<file path="config.mk">
export PLATFORM = sky130hd
export DESIGN_NAME = clp_lcd_responder
export DESIGN_NICKNAME = d
export VERILOG_FILES = /design/src/rtl/clp_lcd_pkg.sv /design/src/rtl/clp_e_sync.sv /design/src/rtl/clp_lcd_responder.sv
export SDC_FILE = /design/constraint.sdc
export NUM_CORES = 1
export LEC_CHECK = 0
export BUFFER_PORTS_ARGS = -buffer_cell sky130_fd_sc_hd__buf_2
export CAP_MARGIN = 10
export CORE_ASPECT_RATIO = 1.5
export CORE_UTILIZATION = 30
export CTS_BUF_LIST = sky130_fd_sc_hd__clkbuf_8
export DETAILED_ROUTE_END_ITERATION = 7
export GPL_ROUTABILITY_DRIVEN = 0
export GPL_TIMING_DRIVEN = 0
export PLACE_DENSITY = 0.47
export SYNTH_ARGS = -nofsm -noshare
export SYNTH_HDL_FRONTEND = slang
export SYNTH_HIERARCHICAL = 1
export SYNTH_SLANG_ARGS = --single-unit
export TNS_END_PERCENT = 30
</file>
<file path="constraint.sdc">
create_clock -name CLK -period 5.5 [get_ports CLK]
set_input_delay 0 -clock CLK [delete_from_list [all_inputs] [get_ports CLK]]
set_output_delay 0 -clock CLK [all_outputs]
set_load 0.01 [all_outputs]
</file>
<file path="src/rtl/clp_lcd_pkg.sv">
// Shared opcodes, DDRAM geometry, FSM state type and address-counter helpers
// for the HD44780-style LCD responder.
package clp_lcd_pkg;

    localparam logic [7:0] OP_CLEAR   = 8'h01;
    localparam logic [7:0] OP_HOME    = 8'h02;
    localparam logic [7:0] OP_ENTRY   = 8'h04;
    localparam logic [7:0] OP_DISPLAY = 8'h08;
    localparam logic [7:0] OP_SHIFT   = 8'h10;
    localparam logic [7:0] OP_FUNC    = 8'h20;
    localparam logic [7:0] OP_CGRAM   = 8'h40;
    localparam logic [7:0] OP_DDRAM   = 8'h80;

    localparam logic [6:0] LINE0_BASE  = 7'h00;
    localparam logic [6:0] LINE0_LIMIT = 7'h27;
    localparam logic [6:0] LINE1_BASE  = 7'h40;
    localparam logic [6:0] LINE1_LIMIT = 7'h67;

    localparam int         DDRAM_DEPTH = 80;
    localparam logic [7:0] BLANK_CHAR  = 8'h20;

    typedef enum logic [1:0] {
        ST_IDLE,
        ST_BUSY,
        ST_CLEAR
    } state_t;

    function automatic logic ac_valid(input logic [6:0] a);
        return (a <= LINE0_LIMIT) || ((a >= LINE1_BASE) && (a <= LINE1_LIMIT));
    endfunction

    // Line 1 addresses are packed directly after the 40 entries of line 0.
    function automatic logic [6:0] ac_to_idx(input logic [6:0] a);
        if (a >= LINE1_BASE) begin
            return a - LINE1_BASE + 7'd40;
        end
        return a;
    endfunction

    function automatic logic [6:0] ac_step(input logic [6:0] a, input logic inc);
        if (inc) begin
            if (a == LINE0_LIMIT) return LINE1_BASE;
            if (a == LINE1_LIMIT) return LINE0_BASE;
            return a + 7'd1;
        end
        if (a == LINE0_BASE) return LINE1_LIMIT;
        if (a == LINE1_BASE) return LINE0_LIMIT;
        return a - 7'd1;
    endfunction

endpackage

</file>
<file path="src/rtl/clp_e_sync.sv">
// Two-flop synchronizer for the LCD bus (E, RS, RW, DB) with E level and
// E falling-edge detection in the local clock domain.
module clp_e_sync (
    input  logic       clk,
    input  logic       rst_n,
    input  logic       e_in,
    input  logic       rs_in,
    input  logic       rw_in,
    input  logic [7:0] db_in,
    output logic       e_high,
    output logic       e_fall,
    output logic       rs,
    output logic       rw,
    output logic [7:0] db
);
    logic [10:0] meta_q, meta_d;
    logic [10:0] sync_q, sync_d;
    logic        e_prev_q, e_prev_d;

    always_comb begin
        meta_d   = {e_in, rs_in, rw_in, db_in};
        sync_d   = meta_q;
        e_prev_d = sync_q[10];
    end

    always_ff @(posedge clk) begin
        if (!rst_n) begin
            meta_q   <= '0;
            sync_q   <= '0;
            e_prev_q <= 1'b0;
        end else begin
            meta_q   <= meta_d;
            sync_q   <= sync_d;
            e_prev_q <= e_prev_d;
        end
    end

    assign e_high = sync_q[10];
    assign e_fall = e_prev_q & ~sync_q[10];
    assign rs     = sync_q[9];
    assign rw     = sync_q[8];
    assign db     = sync_q[7:0];

endmodule

</file>
<file path="src/rtl/clp_lcd_responder.sv">
// LCD controller responder: decodes host bus cycles into a shadow DDRAM and busy model.
// Optional bus-protocol checker enabled by defining CLP_RSP_PROTOCOL_CHECK_EN.
module clp_lcd_responder #(
    parameter int CLK_PER_US = 100,
    parameter int T_CMD_US   = 37,
    parameter int T_CLR_US   = 1520
) (
    input  logic       CLK,
    input  logic       RSTN,
    input  logic [7:0] JB_in,
    input  logic [9:7] JC,
    output logic [7:0] JB_out,
    output logic       JB_oe,
    output logic       char_valid,
    output logic [6:0] char_addr,
    output logic [7:0] char_data,
    input  logic [6:0] rd_idx,
    output logic [7:0] rd_data,
    output logic       disp_on,
    output logic       busy,
    output logic       proto_err
);
    import clp_lcd_pkg::*;

    localparam logic [31:0] CMD_LOAD = 32'(T_CMD_US * CLK_PER_US) - 32'd1;
    localparam logic [31:0] CLR_LOAD = 32'(T_CLR_US * CLK_PER_US) - 32'd1;

    logic       e_high, e_fall, rs_s, rw_s;
    logic [7:0] db_s;

    clp_e_sync u_sync (
        .clk    (CLK),
        .rst_n  (RSTN),
        .e_in   (JC[9]),
        .rs_in  (JC[7]),
        .rw_in  (JC[8]),
        .db_in  (JB_in),
        .e_high (e_high),
        .e_fall (e_fall),
        .rs     (rs_s),
        .rw     (rw_s),
        .db     (db_s)
    );

    state_t      state_q, state_d;
    logic [31:0] timer_q, timer_d;
    logic [6:0]  ac_q, ac_d, fill_q, fill_d, char_addr_q, char_addr_d;
    logic        id_q, id_d, cgram_q, cgram_d, disp_q, disp_d, busy_q, busy_d;
    logic        char_valid_q, char_valid_d, jb_oe_q, jb_oe_d;
    logic [7:0]  char_data_q, char_data_d, jb_out_q, jb_out_d;
    logic        mem_we;
    logic [6:0]  mem_addr;
    logic [7:0]  mem_wdata;
    logic [7:0]  shadow_q [DDRAM_DEPTH];

    logic cmd_wr, ins_wr, dat_wr, dat_rd;
    assign cmd_wr = e_fall & ~rw_s;
    assign ins_wr = cmd_wr & ~rs_s & (db_s != 8'h00);
    assign dat_wr = cmd_wr & rs_s;
    assign dat_rd = e_fall & rw_s & rs_s;

    always_comb begin
        state_d      = state_q;
        timer_d      = timer_q;
        ac_d         = ac_q;
        fill_d       = fill_q;
        id_d         = id_q;
        cgram_d      = cgram_q;
        disp_d       = disp_q;
        char_valid_d = 1'b0;
        char_addr_d  = char_addr_q;
        char_data_d  = char_data_q;
        mem_we       = 1'b0;
        mem_addr     = fill_q;
        mem_wdata    = BLANK_CHAR;

        if ((state_q != ST_IDLE) && (timer_q != 32'd0)) begin
            timer_d = timer_q - 32'd1;
        end

        // A data write landing mid-fill takes the RAM port; the fill waits a cycle.
        case (state_q)
            ST_BUSY: if (timer_q == 32'd0) state_d = ST_IDLE;
            ST_CLEAR: begin
                if (!dat_wr) begin
                    mem_we = 1'b1;
                    if (fill_q == 7'(DDRAM_DEPTH - 1)) state_d = ST_BUSY;
                    else                               fill_d  = fill_q + 7'd1;
                end
            end
            default: ;
        endcase

        if (ins_wr || dat_wr) begin
            timer_d = CMD_LOAD;
            if (state_d != ST_CLEAR) state_d = ST_BUSY;
        end

        if (ins_wr) begin
            if (|(db_s & OP_DDRAM)) begin
                ac_d    = ac_valid(db_s[6:0]) ? db_s[6:0] : 7'h00;
                cgram_d = 1'b0;
            end else if (|(db_s & OP_CGRAM)) begin
                cgram_d = 1'b1;
            end else if (|(db_s & (OP_FUNC | OP_SHIFT))) begin
                cgram_d = cgram_q;
            end else if (|(db_s & OP_DISPLAY)) begin
                disp_d = db_s[2];
            end else if (|(db_s & OP_ENTRY)) begin
                id_d = db_s[1];
            end else if (|(db_s & OP_HOME)) begin
                ac_d    = 7'h00;
                timer_d = CLR_LOAD;
            end else if (|(db_s & OP_CLEAR)) begin
                ac_d    = 7'h00;
                id_d    = 1'b1;
                timer_d = CLR_LOAD;
                fill_d  = 7'd0;
                state_d = ST_CLEAR;
            end
        end

        if (dat_wr && !cgram_q) begin
            mem_we       = 1'b1;
            mem_addr     = ac_to_idx(ac_q);
            mem_wdata    = db_s;
            char_valid_d = 1'b1;
            char_addr_d  = ac_q;
            char_data_d  = db_s;
            ac_d         = ac_step(ac_q, id_q);
        end

        if (dat_rd) begin
            ac_d = ac_step(ac_q, id_q);
        end

        busy_d   = (state_d != ST_IDLE);
        jb_oe_d  = e_high & rw_s;
        jb_out_d = 8'h00;
        if (jb_oe_d) begin
            jb_out_d = rs_s ? shadow_q[ac_to_idx(ac_q)] : {busy_q, ac_q};
        end
    end

    always_ff @(posedge CLK) begin
        if (!RSTN) begin
            state_q      <= ST_IDLE;
            timer_q      <= 32'd0;
            ac_q         <= 7'h00;
            fill_q       <= 7'd0;
            id_q         <= 1'b1;
            cgram_q      <= 1'b0;
            disp_q       <= 1'b0;
            busy_q       <= 1'b0;
            char_valid_q <= 1'b0;
            char_addr_q  <= 7'h00;
            char_data_q  <= 8'h00;
            jb_oe_q      <= 1'b0;
            jb_out_q     <= 8'h00;
        end else begin
            state_q      <= state_d;
            timer_q      <= timer_d;
            ac_q         <= ac_d;
            fill_q       <= fill_d;
            id_q         <= id_d;
            cgram_q      <= cgram_d;
            disp_q       <= disp_d;
            busy_q       <= busy_d;
            char_valid_q <= char_valid_d;
            char_addr_q  <= char_addr_d;
            char_data_q  <= char_data_d;
            jb_oe_q      <= jb_oe_d;
            jb_out_q     <= jb_out_d;
        end
    end

    always_ff @(posedge CLK) begin
        if (mem_we && RSTN) begin
            shadow_q[mem_addr] <= mem_wdata;
        end
    end

    assign rd_data    = (rd_idx < 7'(DDRAM_DEPTH)) ? shadow_q[rd_idx] : 8'h00;
    assign JB_out     = jb_out_q;
    assign JB_oe      = jb_oe_q;
    assign char_valid = char_valid_q;
    assign char_addr  = char_addr_q;
    assign char_data  = char_data_q;
    assign disp_on    = disp_q;
    assign busy       = busy_q;

`ifdef CLP_RSP_PROTOCOL_CHECK_EN
    logic perr_q, perr_d, e_seen_q, e_seen_d, rw_rise_q, rw_rise_d;

    // RW is captured on the first synchronized-high cycle of E.
    always_comb begin
        e_seen_d  = e_high;
        rw_rise_d = (e_high && !e_seen_q) ? rw_s : rw_rise_q;
        perr_d    = perr_q | (cmd_wr & busy_q) | (e_fall & (rw_s != rw_rise_q));
    end

    always_ff @(posedge CLK) begin
        if (!RSTN) begin
            perr_q    <= 1'b0;
            e_seen_q  <= 1'b0;
            rw_rise_q <= 1'b0;
        end else begin
            perr_q    <= perr_d;
            e_seen_q  <= e_seen_d;
            rw_rise_q <= rw_rise_d;
        end
    end

    assign proto_err = perr_q;
`else
    assign proto_err = 1'b0;
`endif

endmodule

</file>
# Word level (Yosys, flattened, before mapping)
# Memories as Yosys holds them, arrays and structs flattened.
# Cells that the tools add are included.
# word_totals
ramBits	640
regBits	100
mem_count	1
# classes
muxes	112
eq_ne	12
addsub	6
n_reduce_logical	23
order_cmp	5
bitwise_logic	15
# mem_list
name	words	width	read_ports	rd_ports_with_merged_regs	write_ports	line_no	source
shadow_q	80	8	2	0	1	clp_lcd_responder.sv:54	logic [7:0] shadow_q [DDRAM_DEPTH];
# op_table
operator	count
$mux W32	10
$mux W7	45
$mux W1	40
$logic_not A32 Y1	1
$reduce_bool A32 Y1	1
$sub A32 B1 Y32 const B	1
$mux W2	13
$mux W8	3
$eq A7 B7 Y1 const B	3
$add A7 B1 Y7 const B	2
$ge A7 B7 Y1 const B	2
$ne A4 B3 Y1 const B	3
$and A1 B1 Y1	8
$reduce_bool A2 Y1	4
$reduce_bool A8 Y1	1
$add A7 B6 Y7 const B	1
$eq A7 B6 Y1 const B	1
$le A7 B6 Y1 const B	1
$le A7 B7 Y1 const B	1
$logic_not A7 Y1	1
$lt A7 B7 Y1 const B	1
$not A1 Y1	7
$reduce_and A7 Y1	1
$sub A7 B1 Y7 const B	1
other kinds (16)	21

# Logic depth before layout (Yosys ltp)
# depth
depth_word	19
mapped_depth	12
mapped_depth_nobuf	8

# Cells and area by module
# Netlist, hierarchy kept.
# by_module_without_submodules
mod	area_each_um2	seq_area_each_um2	cells_per_inst	instances
clp_lcd_responder	34337.9	20759.9	2225	1
clp_e_sync	654.4	460.4	49	1

# Least setup slack after synthesis
# OpenSTA, ideal clock, no wires.
# synth_timing
path_type	reg2reg
start	reg ac_q[3]
end	mem shadow_q[34][0] (enable)
slack_ps	2474
n_path_buf	1
t_required_ps	5130
arrival_ps	2656
setup_ps	370
path_stages_with_launch	10
cell_sequence	dfxtp_1 -> clkbuf_1 -> inv_1 -> ha_1 -> mux2i_1 -> nand2_1 -> o32ai_1 -> and3_1 -> nand3_1 -> nor2_1
# synth_via
elab_chain_cells	5
# synth_rtl
element	line_no	source
start: declaration	clp_lcd_responder.sv:47	logic [6:0] ac_q, ac_d, fill_q, fill_d, char_addr_q, char_addr_d;
start signal: assignment	clp_lcd_responder.sv:149	ac_q <= 7'h00;
start signal: assignment	clp_lcd_responder.sv:163	ac_q <= ac_d;
$sub A7 B7 Y7 or $ge A7 B7 Y1 (tied branches)	clp_lcd_pkg.sv:35, clp_lcd_pkg.sv:34	
$add A7 B6 Y7 or $mux W1 (tied branches)	clp_lcd_pkg.sv:35, clp_lcd_pkg.sv:34	
$mux W7 or $mux W1 (tied branches)	clp_lcd_pkg.sv:34, clp_lcd_responder.sv:123	
$mux W7 (*)	clp_lcd_pkg.sv:37	return a;
$mux W7 (*)	clp_lcd_responder.sv:123	if (dat_wr && !cgram_q) begin
end: declaration	clp_lcd_responder.sv:54	
# Every way passes the cells marked *; elsewhere a longest branch is shown, timed or not. The select of a mux whose other input is x is not followed.

# Worst setup path after layout
# layout_timing
start	reg ac_q[0]
end	reg jb_out_q[0] (netlist: JB_out[0])
# layout_via
elab_chain_cells	7
# layout_rtl
element	line_no	source
$sub A7 B7 Y7 or $ge A7 B7 Y1 (tied branches)	clp_lcd_pkg.sv:35, clp_lcd_pkg.sv:34	
$add A7 B6 Y7 or $mux W1 (tied branches)	clp_lcd_pkg.sv:35, clp_lcd_pkg.sv:34	
$mux W7 or $mux W1 (tied branches)	clp_lcd_pkg.sv:34, clp_lcd_responder.sv:140	
$mux W7	clp_lcd_pkg.sv:37	
$mux W7	clp_lcd_responder.sv:140	if (jb_oe_d) begin
$mem_v2 Z80 W8	n/a	
$mux W8 (*)	clp_lcd_responder.sv:141	jb_out_d = rs_s ? shadow_q[ac_to_idx(ac_q)] : {busy_q, ac_q};
end signal: assignment	clp_lcd_responder.sv:173	jb_out_q <= jb_out_d;
end: declaration	clp_lcd_responder.sv:50	logic [7:0] char_data_q, char_data_d, jb_out_q, jb_out_d;
# Marked as above.
# A chain may end at the register's enable or synchronous reset.

==> results by group <==
Run status
  – Outcome: finished with violations
  – Failing checks: negative setup slack

Worst setup path
  – Critical path capture point type: flip-flop
  – Slowest stage cell, crit path: buf_1
  – CP peak stage delay: ~0.93 ns
  – R2r setup slk: -0.18 ns
  – CP most frequent cell: buf_2
  – Critical Path RT: 6.20 ns
  – Critical Path AT: approximately 6.4 ns
  – Crit path buf inv count: 5
  – Startpoint types: flip-flop
  – Reg-to-reg endpoint: JB_out[0]
  – Worst r2r path cells: 9
  – Top Family by Delay on Critical Path: buffers and inverters
  – Worst Path Class, Setup: flip-flop to flip-flop
  – Cell Chain, Critical Path: buf_2 -> buf_4 -> buf_2 -> clkbuf_1 -> buf_1 -> nand2_1 -> o221ai_1 -> a32oi_1 -> o21ai_0
  – Reg2reg start: ac_q[0]
  – CP Max Fanout: 10

GRT
  – Total GRT Usage: 0.236
  – Total gr overflow: 0
  – Largest net degree at the start of global routing: just over 80
  – Number of global-route vias before repair: around 24000
  – Initial antenna violation count: 8
  – Wire length of the first global-routing pass: between 150000 and 200000 µm

Pwr
  – Clk pwr share: 0.429
  – Pwr Density: slightly below 300 nW/µm²
  – P_sw: around 2900 µW
  – VDD IR max: 0.191 mV
  – Internal power: 8900 µW
  – Sw frac: 0.245
  – Reg power frac: 0.512
  – Lkg Pwr: between 0.01 and 0.015 µW
  – Gate power share: 0.059

STA
  – Post-route worst hold slack: 0.178 ns
  – Slew headroom: 0.0762
  – Min cycle time layout: about 5.7 ns
  – Final setup fails: 6
  – Fmax: around 180 MHz
  – Final Hold Vio Count: 0
  – Final period utilization: 1.03
  – RSZ-0062 raised after global routing: false
  – Slew of the pin with the lowest slew margin: ~1.4 ns
  – Clk_skew: ~0.054 ns
  – Setup TNS: -0.660 ns
  – Setup ws final: -0.185 ns
  – Max Slew Vio Count: 0

Floorplan
  – Chip width: around 280 µm
  – Core Area: between 100000 and 150000 µm²
  – Row count: between 150 and 200
  – Die Ht: between 400 and 500 µm
  – Starting Density: 0.302
  – # IOs: 56
  – Die Footprint: about 120000 µm²

Final layout
  – Layout cells sized above 1: 0.245
  – Net count, final: approximately 2500
  – Footprint of the multi-input gates: ~13000 µm²
  – Fillers: 11165
  – Fin area: roughly 40000 µm²
  – Non-Filler Instances: between 4000 and 5000
  – Reg area: 21200 µm²
  – Area grow syn2layout: 15.0%

Route
  – WL/cell: ~34 µm
  – Final ANT Viol Nets: 0
  – Drt pass-1 iters: 7
  – Vias: between 20000 and 25000
  – Final wirelength: between 100000 and 150000 µm
  – Iter 0 DRT Violations: 2576
  – # DRC: 0
  – DR vias/cell: around 5.7

Logic synthesis
  – Number of synthesized flops with an enable pin: 640
  – Post-Syn Nets: between 2000 and 2500
  – Cells after Synth: about 2300
  – Post-synth top flop: edfxtp_1
  – Post-synth ARST share: 0
  – Unique cell type count in the Yosys netlist: slightly below 80
  – Main area contributors after synthesis: edfxtp_1 (55%), mux4_2 (16%), dfxtp_1 (5.7%)
  – Synth Area per Inst: ~15 µm²
  – Synth Cell Area: about 35000 µm²
  – Sequential area share after synthesis: 0.606
  – Yosys warns: 6
  – Count leader, synth: edfxtp_1
  – Commonest cells post-synth: edfxtp_1 (640), mux4_2 (252), nor2_1 (162)
  – Synth top area share: 0.549
  – Synth area leader: edfxtp_1
  – FF+latch count, synth: 740

CTS
  – CTS tree: yes
  – Clock root buffer: clkbuf_8
  – Postcts setup bufs: 0
  – Clock buffer depth: 3
  – CTS H-tree depth: 3
  – Clock sinks: 740
  – Reg clk slew, reported paths: approximately 0.07 ns
  – Worst skew pair latency: slightly below 0.9 ns
  – CTS Buf Count: about 120

Hold path
  – HP Class: primary input to flip-flop
  – Hold_sp: RSTN
  – Hold depth: 4
  – Sink of the worst hold path: u_sync/sync_q[8]

Placement
  – Post-Place Cells: a little under 4000
  – IO buf count: between 40 and 50
  – Post-DP HPWL: between 90000 and 100000 µm
  – Post-DP Area: about 37000 µm²

Flow run
  – Max-capacitance violation count: 0
==> cell families after synthesis <==
| group | share of synthesized area |
|---|---|
| AO/OA/AOI/OAI | 0.0786 |
| XOR/XNOR | 0.0103 |
| adder cells (fa/ha/maj) | 0.00358 |
| buffers and inverters | 0.0233 |
| flip-flops | 0.606 |
| multiplexers | 0.214 |
| other | 0.000107 |
| AND/OR/NAND/NOR | 0.0640 |
==> state kept, by name, indices dropped and copies added, names as in the netlist <==
register / count
JB_out: 8
timer_q: 32
u_sync/meta_q: 11
shadow_q: 640
u_sync/e_prev_q: 1
cgram_q: 1
id_q: 1
busy: 1
state_q: 2
char_addr: 7
char_valid: 1
u_sync/sync_q: 11
JB_oe: 1
char_data: 8
disp_on: 1
ac_q: 7
fill_q: 7
==> worst register-to-register path: cells and delay by family, from the launching register on <==
kind	cells	cell delay, ns
and+or+nand+nor	1	0.63
AOI/OAI and AO/OA	3	1.51
buffers and inverters	5	3.01
DFF	1	0.35
==> final cells by class <==
type	instances	share of cell area
Antenna cell	3	0.000186
Buffer	167	0.0182
Clock buffer	126	0.0431
Clock inverter	97	0.0182
Inverter	21	0.00221
Multi-Input combinational cell	1344	0.323
Sequential cell	740	0.527
Tap cell	1550	0.0482
Timing Repair Buffer	94	0.0201
==> power groups by stage <==
stage / clock (µW) / combinational (µW) / sequential [µW]
after CTS: 5160 / 694 / 6040
final: 5060 / 699 / 6040
after global routing: 5350 / 724 / 6040
after detailed placement: 0 / 671 / 6160
after floorplan: 0 / 420 / 6160
after global placement: 0 / 666 / 6160
==> through the flow <==
stage | util | power (µW) | setup slack (ns)
global placement | 0.321 | 6830 | -0.392
global route | 0.348 | 12100 | 0.0165
detailed placement | 0.323 | 6830 | -0.316
finish | 0.348 | 11800 | -0.185
CTS | 0.347 | 11900 | 0.217
floorplan | - | 6580 | 2.47
==> worst max path at each step <==
stage	end	slack [ns]	depth (start not counted)	startpoint
6_report	JB_out[0]	-0.18	9	ac_q[0]
2_1_floorplan	shadow_q[34][0]	2.47	9	ac_q[3]
4_1_cts	JB_out[0]	0.22	9	ac_q[0]
3_3_place_gp	shadow_q[22][0]	-0.39	8	ac_q[2]
5_1_grt	JB_out[7]	0.02	9	ac_q[2]
3_5_place_dp	shadow_q[6][2]	-0.32	8	ac_q[2]
==> layer usage <==
metal	GRT usage	share of wire	wire length (µm)
met4	0.160	0.075	10500
met5	0	0.00020	28
met1	0.263	0.35	49400
met2	0.406	0.50	69400
met3	0.0477	0.073	10200
==> timing repair <==
item	CTS	global route
setup endpoints to repair	275	0
resized for setup	12	0
endpoints found under the hold margin	32	0
hold buffers	35	0
==> placed cells by master, fill, tap and decap left out, types with 42 or more instances in the layout <==
cell type,instances
nand2_1,131
dfxtp_1,100
nor2_1,150
clkbuf_1,91
mux4_2,252
buf_2,98
mux2_2,42
a21oi_1,116
edfxtp_1,640
mux2i_1,132
clkbuf_8,126
o21ai_0,54
Note: power is estimated with default switching activity, not from simulation.
